## src/rtl/gpu_pkg.sv

```systemverilog
`default_nettype none
// +----------------------------------------------------------------------------+
// | gpu_pkg : scheduler and LSU state encodings shared across the core         |
// | Revision: 1.0                                                              |
// +----------------------------------------------------------------------------+
package gpu_pkg;

  typedef enum logic [2:0] {
    IDLE    = 3'd0,
    FETCH   = 3'd1,
    DECODE  = 3'd2,
    REQUEST = 3'd3,
    WAIT    = 3'd4,
    EXECUTE = 3'd5,
    UPDATE  = 3'd6,
    DONE    = 3'd7
  } core_state_t;

  typedef enum logic [1:0] {
    LSU_IDLE       = 2'd0,
    LSU_REQUESTING = 2'd1,
    LSU_WAITING    = 2'd2,
    LSU_DONE       = 2'd3
  } lsu_state_t;

endpackage
`default_nettype wire

```

## src/rtl/lsu.sv

```systemverilog
`default_nettype none
// +----------------------------------------------------------------------------+
// | lsu : per-thread load/store unit issuing one read or write per LDR/STR     |
// | Revision: 1.0                                                              |
// +----------------------------------------------------------------------------+
module lsu
  import gpu_pkg::*;
#(
  parameter int ADDR_BITS      = 8,
  parameter int DATA_BITS      = 8,
  parameter int TIMEOUT_CYCLES = 255
) (
  input  logic                 clk,
  input  logic                 reset,
  input  logic                 enable,
  input  core_state_t          core_state,
  input  logic                 decoded_mem_read_enable,
  input  logic                 decoded_mem_write_enable,
  input  logic [DATA_BITS-1:0] rs,
  input  logic [DATA_BITS-1:0] rt,
  output logic                 mem_read_valid,
  output logic [ADDR_BITS-1:0] mem_read_address,
  input  logic                 mem_read_ready,
  input  logic [DATA_BITS-1:0] mem_read_data,
  output logic                 mem_write_valid,
  output logic [ADDR_BITS-1:0] mem_write_address,
  output logic [DATA_BITS-1:0] mem_write_data,
  input  logic                 mem_write_ready,
  output lsu_state_t           lsu_state,
  output logic [DATA_BITS-1:0] lsu_out,
  output logic                 lsu_error
);

  localparam bit C_TIMEOUT_EN = (TIMEOUT_CYCLES > 0);
  localparam int C_CNT_W      = C_TIMEOUT_EN ? $clog2(TIMEOUT_CYCLES + 1) : 1;
  localparam logic [C_CNT_W-1:0] C_CNT_SAT =
      C_TIMEOUT_EN ? C_CNT_W'(TIMEOUT_CYCLES) : {C_CNT_W{1'b1}};
  localparam logic [C_CNT_W-1:0] C_CNT_LAST =
      C_TIMEOUT_EN ? C_CNT_W'(TIMEOUT_CYCLES - 1) : {C_CNT_W{1'b1}};

  lsu_state_t           state_q,   state_d;
  logic [ADDR_BITS-1:0] addr_q,    addr_d;
  logic [DATA_BITS-1:0] data_q,    data_d;
  logic                 is_read_q, is_read_d;
  logic [C_CNT_W-1:0]   cnt_q,     cnt_d;
  logic [DATA_BITS-1:0] out_q,     out_d;
  logic                 err_q,     err_d;

  logic                 w_grant;
  logic                 w_rs_unused;

  // Only the low address bits of rs are meaningful when DATA_BITS > ADDR_BITS.
  assign w_rs_unused = ^rs;
  assign w_grant     = is_read_q ? mem_read_ready : mem_write_ready;

  always_ff @(posedge clk or negedge reset) begin
    if (!reset) begin
      state_q   <= LSU_IDLE;
      addr_q    <= '0;
      data_q    <= '0;
      is_read_q <= 1'b0;
      cnt_q     <= '0;
      out_q     <= '0;
      err_q     <= 1'b0;
    end else begin
      state_q   <= state_d;
      addr_q    <= addr_d;
      data_q    <= data_d;
      is_read_q <= is_read_d;
      cnt_q     <= cnt_d;
      out_q     <= out_d;
      err_q     <= err_d;
    end
  end

  always_comb begin
    state_d         = state_q;
    addr_d          = addr_q;
    data_d          = data_q;
    is_read_d       = is_read_q;
    cnt_d           = cnt_q;
    out_d           = out_q;
    err_d           = err_q;
    mem_read_valid  = 1'b0;
    mem_write_valid = 1'b0;

    case (state_q)
      LSU_IDLE: begin
        if (enable && (core_state == REQUEST) &&
            (decoded_mem_read_enable || decoded_mem_write_enable)) begin
          state_d = LSU_REQUESTING;
        end
      end

      LSU_REQUESTING: begin
        addr_d    = ADDR_BITS'(rs);
        data_d    = rt;
        is_read_d = decoded_mem_read_enable;
        cnt_d     = '0;
        err_d     = 1'b0;
        state_d   = LSU_WAITING;
      end

      LSU_WAITING: begin
        // Valid drops combinationally in the grant cycle so no second grant can follow.
        mem_read_valid  = is_read_q  && !mem_read_ready;
        mem_write_valid = !is_read_q && !mem_write_ready;
        if (w_grant) begin
          if (is_read_q) begin
            out_d = mem_read_data;
          end
          state_d = LSU_DONE;
        end else begin
          if (cnt_q != C_CNT_SAT) begin
            cnt_d = cnt_q + 1'b1;
          end
          if (C_TIMEOUT_EN && (cnt_q == C_CNT_LAST)) begin
            err_d   = 1'b1;
            state_d = LSU_DONE;
          end
        end
      end

      LSU_DONE: begin
        if (core_state == UPDATE) begin
          state_d = LSU_IDLE;
        end
      end

      default: state_d = LSU_IDLE;
    endcase
  end

  assign mem_read_address  = addr_q;
  assign mem_write_address = addr_q;
  assign mem_write_data    = data_q;
  assign lsu_state         = state_q;
  assign lsu_out           = out_q;
  assign lsu_error         = err_q;

endmodule
`default_nettype wire
```

## config.mk

```make
export PLATFORM = sky130hd
export DESIGN_NAME = lsu
export DESIGN_NICKNAME = d
export VERILOG_FILES = /design/src/rtl/gpu_pkg.sv /design/src/rtl/lsu.sv
export SDC_FILE = /design/constraint.sdc
export NUM_CORES = 1
export LEC_CHECK = 0
export ABC_AREA = 1
export BUFFER_PORTS_ARGS = -buffer_cell sky130_fd_sc_hd__buf_2
export CAP_MARGIN = 10
export CORE_ASPECT_RATIO = 0.6
export CORE_MARGIN = 1
export CORE_UTILIZATION = 48
export CTS_CLUSTER_DIAMETER = 40
export DETAILED_ROUTE_END_ITERATION = 8
export GPL_TIMING_DRIVEN = 1
export PLACE_DENSITY = 0.79
export SKIP_LAST_GASP = 1
export SYNTH_ARGS = -nofsm -noshare
export SYNTH_HDL_FRONTEND = slang
export SYNTH_SLANG_ARGS = --single-unit
```

## constraint.sdc

```tcl
create_clock -name clk -period 2.1 [get_ports clk]
set_input_delay 0.315 -clock clk [delete_from_list [all_inputs] [get_ports clk]]
set_output_delay 0.315 -clock clk [all_outputs]
set_load 0.005 [all_outputs]
```

==> results of run 1 <==
[metal layers]
metal	track usage	vias up	part of all wire
met2	0.303	58	0.41
met1	0.279	641	0.50
li1	-	699	-
met4	0.0744	0	0.014
met5	0	-	0
met3	0.0654	7	0.082
[flip-flops by register name, summed over array words and instances (netlist names)]
| signal | cells |
|---|---|
| cnt_q | 8 |
| is_read_q | 1 |
| lsu_error | 1 |
| lsu_out | 8 |
| lsu_state | 2 |
| mem_read_address | 8 |
| mem_write_data | 8 |
[power by group]
group | internal [mW] | switching, mW | leakage [nW]
registers | 0.984 | 0.189 | 0.443
clock network | 0.419 | 0.238 | 0.0645
logic | 0.636 | 0.564 | 0.670
[cells by family (layout without fill, tap and decap cells)]
group,after synthesis,after routing,synth area share
xor+xnor,1,1,0.00489
flops,36,36,0.503
fa+ha+maj,7,7,0.0489
mux,24,24,0.151
simple gates,68,68,0.169
compound gates,11,11,0.0335
buf+inv,30,97,0.0894
[final cells by class]
type | instances | area, sq um
fill | 276 | 1160
sequential | 36 | 901
multi-input combinational | 111 | 729
timing repair buffer | 71 | 358
clock buffer | 7 | 96.3
inverter | 18 | 67.6
tap | 45 | 56.3
clock inverter | 1 | 30.0
[critical path, cell delays in order (launching register included)]
cell and delay, ns:
dfrtp_1 0.44, inv_1 0.13, ha_1 0.40, nand3_1 0.18, inv_1 0.10, buf_2 0.11
[final timing paths]
kind                                           from                         endpoint  depth (start not counted)
max                        lsu_state[0]$_DFFE_PN0P_                   mem_read_valid                          5
max in group asynchronous                     reset    mem_write_data[0]$_DFFE_PN0N_                          1
max reg2reg                lsu_state[0]$_DFFE_PN0P_             cnt_q[2]$_DFFE_PN0P_                          7
min in group clk                   mem_read_data[1]           lsu_out[1]$_DFFE_PN0P_                          2
min reg2reg                   lsu_error$_DFFE_PN0P_            lsu_error$_DFFE_PN0P_                          2
min                                           reset  mem_read_address[3]$_DFFE_PN0N_                          1
[synth_stat cells, drive strengths merged]
| cell | count | area [sq um] |
|---|---|---|
| nand2 | 41 | 156 |
| or2 | 1 | 6.26 |
| dfrtp | 36 | 901 |
| nand3b | 1 | 7.51 |
| o21ai | 8 | 40.0 |
| nor2 | 7 | 33.8 |
| buf | 12 | 92.6 |
| ha | 7 | 87.6 |
| nand4 | 3 | 18.8 |
| xor2 | 1 | 8.76 |
| mux2 | 24 | 270 |
| nand3 | 15 | 80.1 |
| o21bai | 2 | 15.0 |
| inv | 18 | 67.6 |
| a21oi | 1 | 5.00 |
[per-stage QoR]
stage	cells	cell area (sq um)	hold slack, ns	worst slack (ns)	util
finish	289	2240	0.112	0.143	0.658
global route	289	2240	0.176	0.00937	0.658
global placement	281	2110	0.441	0.413	0.621
detailed placement	281	2110	0.449	0.369	0.621
floorplan	177	1790	0.0194	0.585	-
CTS	289	2240	0.136	0.130	0.658
==> impl_metrics.csv, run 1 <==
group,metric,value,unit
outcome,status,"finished, final reports clean",
sta,setup_tns,0,ns
clock_tree,cts.sinks,36,
worst_setup_path,required,1.78,ns
sta,fin_skew,0.00447,ns
sta,max_freq,511,MHz
sta,relSlewSlack,0.473,
detailed_routing,viasPerCell,4.86,
worst_setup_path,crit_arrival,1.64,ns
grt,grt-ovfl-total,0,
grt,grt_usage,0.204,
die,die_y,49.3,um
worst_setup_path,worstSetupStartpointType,"register",
sta,fin_crit_sh,0.932,
pwr,power_leakage,1.18,nW
clock_tree,cts_hold_buf,0,
die,io_pins,71,
die,start_util,0.526,
clock_tree,clk_latency,0.28,ns
sta,finalSetupViolCount,0,
die,die-area,3990,sq um
synthesis,syn-num-nets,218,
grt,antenna_found_initial,0,
clock_tree,cts_buffer_depth,2,
final_layout,final_common_cell,"buf_2",
die,num_rows,16,
pwr,p_total,3.03,mW
place,gp_congestion,0.856,
detailed_routing,drtPass1Iterations,4,
detailed_routing,drc,0,
die,core-area,3400,sq um
worst_setup_path,reg2reg_slack,0.34,ns
sta,report.final.slew_viol_count,0,
die,die_x,80.8,um
clock_tree,cts-root-buf,"clkbuf_8",
place,io_buffers,70,
grt,grt_pass1_wl,6070,um
clock_tree,clk_pin_slew,0.07,ns
detailed_routing,drt_iter0_drc,91,
detailed_routing,avgRoutedWirePerCell,12.6,um
synthesis,yosysWarnings,0,
sta,hold_viol_final,0,
clock_tree,cts_buffers,5,
detailed_routing,antenna_left,0,
final_layout,layout_common_cells,"buf_2 (70), nand2_1 (40), dfrtp_1 (36)",
sta,tightestPinTransition,0.790,ns
pwr,p_per_area,1350,nW/um^2
min_path,min_path_type,"input pin to asynchronous set/reset pin",
clock_tree,cts_tree,"built",
pwr,ir_drop,797,uV
synthesis,seq_area_frac_synth,0.503,
clock_tree,htree_num_levels,2,
synthesis,ys_ff_latch,36,
final_layout,fin_nets,284,
grt,grt_pass1_vias,1373,
detailed_routing,vias,1405,
final_layout,drive_gt1_frac,0.439,
worst_setup_path,end_kind,"output pin",
clock_tree,cts-resized-gates,0,
synthesis,synth_cell_types,21,
sta,fin_crit,1.96,ns
synthesis,synth_area_per_cell,10.1,sq um
grt,grt_max_degree,37,
flow_run,maxCapViolations,0,
synthesis,postSynthCellCount,177,
synthesis,syn_area,1790,sq um
worst_setup_path,critPathKind,"register to output pin",
worst_setup_path,cp_max_fo,11,
final_layout,antennaDiodeCount,0,
detailed_routing,routed_wirelength,3630,um
sta,rsz0062_at_grt,"no",
clock_tree,cts_setup_buffers,0,
place,dp_hpwl,2760,um
final_layout,syn_to_final_growth,25.0,%
No activity file was read; power rests on OpenSTA's default activity.
==> inputs of run 2 (changes only) <==
--- a/config.mk
+++ b/config.mk
@@ -7,14 +7,16 @@
 export LEC_CHECK = 0
 export ABC_AREA = 1
 export BUFFER_PORTS_ARGS = -buffer_cell sky130_fd_sc_hd__buf_2
-export CAP_MARGIN = 10
+export CAP_MARGIN = 5
+export CELL_PAD_IN_SITES_DETAIL_PLACEMENT = 0
+export CELL_PAD_IN_SITES_GLOBAL_PLACEMENT = 1
 export CORE_ASPECT_RATIO = 0.6
 export CORE_MARGIN = 1
-export CORE_UTILIZATION = 48
+export CORE_UTILIZATION = 35
 export CTS_CLUSTER_DIAMETER = 40
 export DETAILED_ROUTE_END_ITERATION = 8
 export GPL_TIMING_DRIVEN = 1
-export PLACE_DENSITY = 0.79
+export PLACE_DENSITY_LB_ADDON = 0.1
 export SKIP_LAST_GASP = 1
 export SYNTH_ARGS = -nofsm -noshare
 export SYNTH_HDL_FRONTEND = slang
==> impl_metrics.csv, run 2 (synthesis gave the netlist of run 1 again) <==
group,metric,value,unit
worst_setup_path,cp.depth,5,
sta,fin_crit_sh,0.879,
min_path,min_path_type,"input pin to asynchronous set/reset pin",
grt,grt_pass1_vias,1211,
die,die_x,94.3,um
clock_tree,cts-root-buf,"clkbuf_8",
clock_tree,cts_setup_buffers,0,
sta,max_freq,542,MHz
detailed_routing,avgRoutedWirePerCell,12.0,um
flow_run,maxCapViolations,0,
detailed_routing,vias,1395,
clock_tree,cts_hold_buf,0,
worst_setup_path,cp_cell_sequence,"inv_1, ha_2, nand3_1, inv_1, buf_2",
grt,grt_usage,0.145,
worst_setup_path,cp_top_family,"flip-flops",
outcome,status,"finished, final reports clean",
sta,rsz0062_at_grt,"no",
clock_tree,htree_num_levels,2,
die,die-area,5410,sq um
worst_setup_path,required,1.78,ns
worst_setup_path,critPathBufInv,3,
place,dp_cells,299,
die,io_pins,71,
final_layout,post-route-util,0.475,
final_layout,layout_common_cells,"buf_2 (70), nand2_1 (40), dfrtp_1 (36)",
sta,tightestPinTransition,0.805,ns
pwr,p_per_area,1320,nW/um^2
grt,antenna_found_initial,0,
place,gp_congestion,0.771,
worst_setup_path,worst_path_most_repeated_cell,"inv_1",
worst_setup_path,r2r_end,"cnt_q[0]$_DFFE_PN0P_",
die,start_util,0.378,
worst_setup_path,crit_arrival,1.53,ns
die,num_rows,19,
clock_tree,cts_buffer_depth,2,
final_layout,syn_to_final_growth,25.6,%
final_layout,fin_nets,284,
clock_tree,cts_tree,"built",
sta,report.final.slew_viol_count,0,
worst_setup_path,worstSetupStartpointType,"register",
detailed_routing,routed_wirelength,3700,um
final_layout,multi_input_area,732,sq um
grt,grt-ovfl-total,0,
pwr,p_total,2.96,mW
clock_tree,clk_latency,0.28,ns
sta,hold_viol_final,0,
worst_setup_path,max_stage_delay,0.43,ns
worst_setup_path,end_kind,"output pin",
final_layout,fin_cells,307,
worst_setup_path,cp_max_fo,11,
final_layout,final_common_cell,"buf_2",
worst_setup_path,reg2reg_from,"lsu_state[0]$_DFFE_PN0P_",
sta,fin_crit,1.85,ns
die,die_y,57.4,um
worst_setup_path,endpoint,"mem_read_valid",
final_layout,fillCellCount,470,
worst_setup_path,critPathLaunch,"lsu_state[0]$_DFFE_PN0P_",
sta,relSlewSlack,0.463,
worst_setup_path,critPathKind,"register to output pin",
clock_tree,cts_buffers,5,
worst_setup_path,reg2reg_slack,0.47,ns
sta,setup_tns,0,ns
place,dp_hpwl,2790,um
final_layout,seq_area,901,sq um
clock_tree,cts.sinks,36,
grt,grt_pass1_wl,5820,um
sta,fin_skew,0.00611,ns
worst_setup_path,r2r_cells,7,
place,io_buffers,70,
worst_setup_path,slowest_stage,"dfrtp_1",
clock_tree,clk_pin_slew,0.07,ns
sta,finalSetupViolCount,0,
final_layout,antennaDiodeCount,0,
pwr,ir_drop,491,uV
detailed_routing,drc,0,
final_layout,drive_gt1_frac,0.443,
pwr,power_leakage,1.17,nW
grt,grt_max_degree,37,
detailed_routing,antenna_left,0,
detailed_routing,drt_iter0_drc,62,
detailed_routing,viasPerCell,4.54,
die,core-area,4730,sq um
clock_tree,cts-resized-gates,0,
detailed_routing,drtPass1Iterations,4,
[run 2: changes by cell type in the layout (fill, tap and decap cells not counted), sizes merged]
cell / previous run / this run
clkbuf: 7 / 5
clkinvlp: 0 / 1
clkinv: 0 / 1
[run 2: worst min path at each step]
stage / endpoint / slack [ns] / cells after the start
final: lsu_out[6]$_DFFE_PN0P_ / 0.12 / 1
after global routing: cnt_q[6]$_DFFE_PN0P_ / 0.18 / 1
after CTS: cnt_q[6]$_DFFE_PN0P_ / 0.15 / 1
after detailed placement: lsu_out[4]$_DFFE_PN0P_ / 0.46 / 1
after global placement: lsu_out[4]$_DFFE_PN0P_ / 0.45 / 1
after floorplan: cnt_q[0]$_DFFE_PN0P_ / 0.02 / 0
[run 2: through the flow]
step / cell area, sq um / hold slack (ns) / setup WS [ns]
after floorplan: 1790 / 0.0194 / 0.585
after global placement: 2130 / 0.452 / 0.396
after detailed placement: 2130 / 0.463 / 0.360
after CTS: 2250 / 0.149 / 0.131
after global routing: 2250 / 0.182 / 0.118
final: 2250 / 0.117 / 0.254
[run 2: routing by layer]
metal / routed length (um) / global-route usage / up-vias / part of all wire
met5: 0 / 0 / - / 0
met4: 17 / 0.0396 / 0 / 0.0046
met3: 302 / 0.0533 / 2 / 0.082
met2: 1400 / 0.197 / 48 / 0.38
li1: - / - / 702 / -
met1: 1970 / 0.213 / 643 / 0.53
[run 2: power breakdown]
group / switching, mW / internal, mW
Clock: 0.250 / 0.351
Sequential: 0.178 / 0.983
Combinational: 0.559 / 0.637
Total: 0.988 / 1.97
[run 2: layout make-up]
| class | count | share of cell area |
|---|---|---|
| Multi-Input combinational cell | 111 | 0.326 |
| Clock inverter | 3 | 0.0189 |
| Clock buffer | 5 | 0.0306 |
| Inverter | 18 | 0.0301 |
| Tap cell | 63 | 0.0351 |
| Timing Repair Buffer | 71 | 0.159 |
| Sequential cell | 36 | 0.401 |
==> inputs of run 3 (changes only) <==
--- a/config.mk
+++ b/config.mk
@@ -12,8 +12,9 @@
 export CELL_PAD_IN_SITES_GLOBAL_PLACEMENT = 1
 export CORE_ASPECT_RATIO = 0.6
 export CORE_MARGIN = 1
-export CORE_UTILIZATION = 35
+export CORE_UTILIZATION = 38
 export CTS_CLUSTER_DIAMETER = 40
+export CTS_CLUSTER_SIZE = 24
 export DETAILED_ROUTE_END_ITERATION = 8
 export GPL_TIMING_DRIVEN = 1
 export PLACE_DENSITY_LB_ADDON = 0.1
==> constraint.sdc (replaced) <==
create_clock -name clk -period 2.3 [get_ports clk]
set_input_delay 0.345 -clock clk [delete_from_list [all_inputs] [get_ports clk]]
set_output_delay 0.345 -clock clk [all_outputs]
set_load 0.005 [all_outputs]
==> impl_metrics.csv, run 3 (synthesis gave the netlist of run 1 again) <==
group,metric,value,unit
detailed_routing,drt_iter0_drc,79,
clock_tree,cts-resized-gates,0,
sta,max_freq,501,MHz
worst_setup_path,required,1.96,ns
detailed_routing,avgRoutedWirePerCell,11.4,um
worst_setup_path,worstSetupStartpointType,"register",
sta,setup_tns,0,ns
sta,rsz0062_at_grt,"no",
worst_setup_path,end_kind,"output pin",
pwr,ir_drop,585,uV
clock_tree,clk_pin_slew,0.08,ns
detailed_routing,viasPerCell,4.50,
sta,relSlewSlack,0.471,
die,io_pins,71,
clock_tree,cts_buffer_depth,2,
place,dp_hpwl,2630,um
clock_tree,cts_setup_buffers,0,
sta,report.final.slew_viol_count,0,
place,io_buffers,70,
sta,tightestPinTransition,0.794,ns
detailed_routing,vias,1367,
sta,layout_setup_ws,0.304,ns
clock_tree,clk_latency,0.29,ns
detailed_routing,antenna_left,0,
detailed_routing,routed_wirelength,3470,um
sta,hold_viol_final,0,
worst_setup_path,crit_arrival,1.65,ns
clock_tree,cts_tree,"built",
die,die-area,5000,sq um
detailed_routing,drc,0,
place,place_area,2130,sq um
worst_setup_path,reg2reg_slack,0.50,ns
clock_tree,cts.sinks,36,
grt,grt_pass1_vias,1261,
final_layout,layout_common_cells,"buf_2 (70), nand2_1 (40), dfrtp_1 (36)",
detailed_routing,drtPass1Iterations,5,
grt,grt-ovfl-total,0,
min_path,min_path_type,"input pin to asynchronous set/reset pin",
final_layout,drive_gt1_frac,0.439,
clock_tree,cts_buffers,5,
clock_tree,cts_hold_buf,0,
die,start_util,0.416,
grt,grt_max_degree,37,
die,die_x,90.6,um
grt,antenna_found_initial,0,
final_layout,post-route-util,0.517,
place,post-place-ws,0.557,ns
place,gp_congestion,0.753,
sta,finalSetupViolCount,0,
final_layout,syn_to_final_growth,24.2,%
worst_setup_path,critPathKind,"register to output pin",
final_layout,fin_nets,284,
die,die_y,55.2,um
outcome,status,"finished, final reports clean",
pwr,power_leakage,1.15,nW
flow_run,maxCapViolations,0,
die,num_rows,18,
die,core-area,4300,sq um
worst_setup_path,cp_max_fo,11,
final_layout,final_common_cell,"buf_2",
pwr,p_per_area,1160,nW/um^2
grt,grt_usage,0.156,
clock_tree,htree_num_levels,2,
grt,grt_pass1_wl,5880,um
sta,fin_skew,0.00592,ns
sta,fin_crit_sh,0.868,
sta,fin_crit,2.00,ns
final_layout,fin_area,2220,sq um
final_layout,antennaDiodeCount,0,
clock_tree,cts-root-buf,"clkbuf_8",
[run 3: cell type report]
| type | instances | area [sq um] |
|---|---|---|
| Timing Repair Buffer | 71 | 358 |
| Clock inverter | 3 | 23.8 |
| Inverter | 18 | 67.6 |
| Tap cell | 60 | 75.1 |
| Sequential cell | 36 | 901 |
| Multi-Input combinational cell | 111 | 729 |
| Clock buffer | 5 | 68.8 |
| Fill cell | 416 | 2080 |
[run 3: final timing paths]
kind / endpoint / cells after the start / start
max: mem_read_valid / 5 / lsu_state[0]$_DFFE_PN0P_
min: lsu_out[0]$_DFFE_PN0P_ / 1 / reset
max reg2reg: cnt_q[4]$_DFFE_PN0P_ / 6 / lsu_state[0]$_DFFE_PN0P_
min reg2reg: lsu_error$_DFFE_PN0P_ / 2 / lsu_error$_DFFE_PN0P_
max in group asynchronous: mem_write_data[1]$_DFFE_PN0N_ / 1 / reset
min in group clk: mem_read_address[7]$_DFFE_PN0N_ / 2 / rs[7]
[run 3: per-layer routing]
metal	vias up	routed length [um]	GRT usage	share of wire
met5	-	0	0	0
met4	0	7	0.0565	0.0020
met2	56	1460	0.251	0.42
met3	2	277	0.0437	0.080
li1	698	-	-	-
met1	611	1730	0.206	0.50
[run 3: critical path, stage by stage, from the launching register on]
cell     delay [ns]
dfrtp_1        0.43
inv_1          0.12
ha_1           0.41
nand3_1        0.21
inv_1          0.08
buf_2          0.11
[run 3: where the power goes]
part	total [mW]	switching [mW]	internal [mW]
clock	0.452	0.238	0.214
sequential	1.06	0.159	0.897
combinational	1.07	0.498	0.577
total	2.58	0.894	1.69
[run 3: through the flow]
step | total power [mW] | hold slack (ns) | cells
finish | 2.58 | 0.137 | 304
global route | 2.81 | 0.206 | 304
CTS | 2.63 | 0.179 | 304
detailed placement | 2.17 | 0.469 | 296
global placement | 2.16 | 0.470 | 296
floorplan | 1.84 | 0.0494 | 177
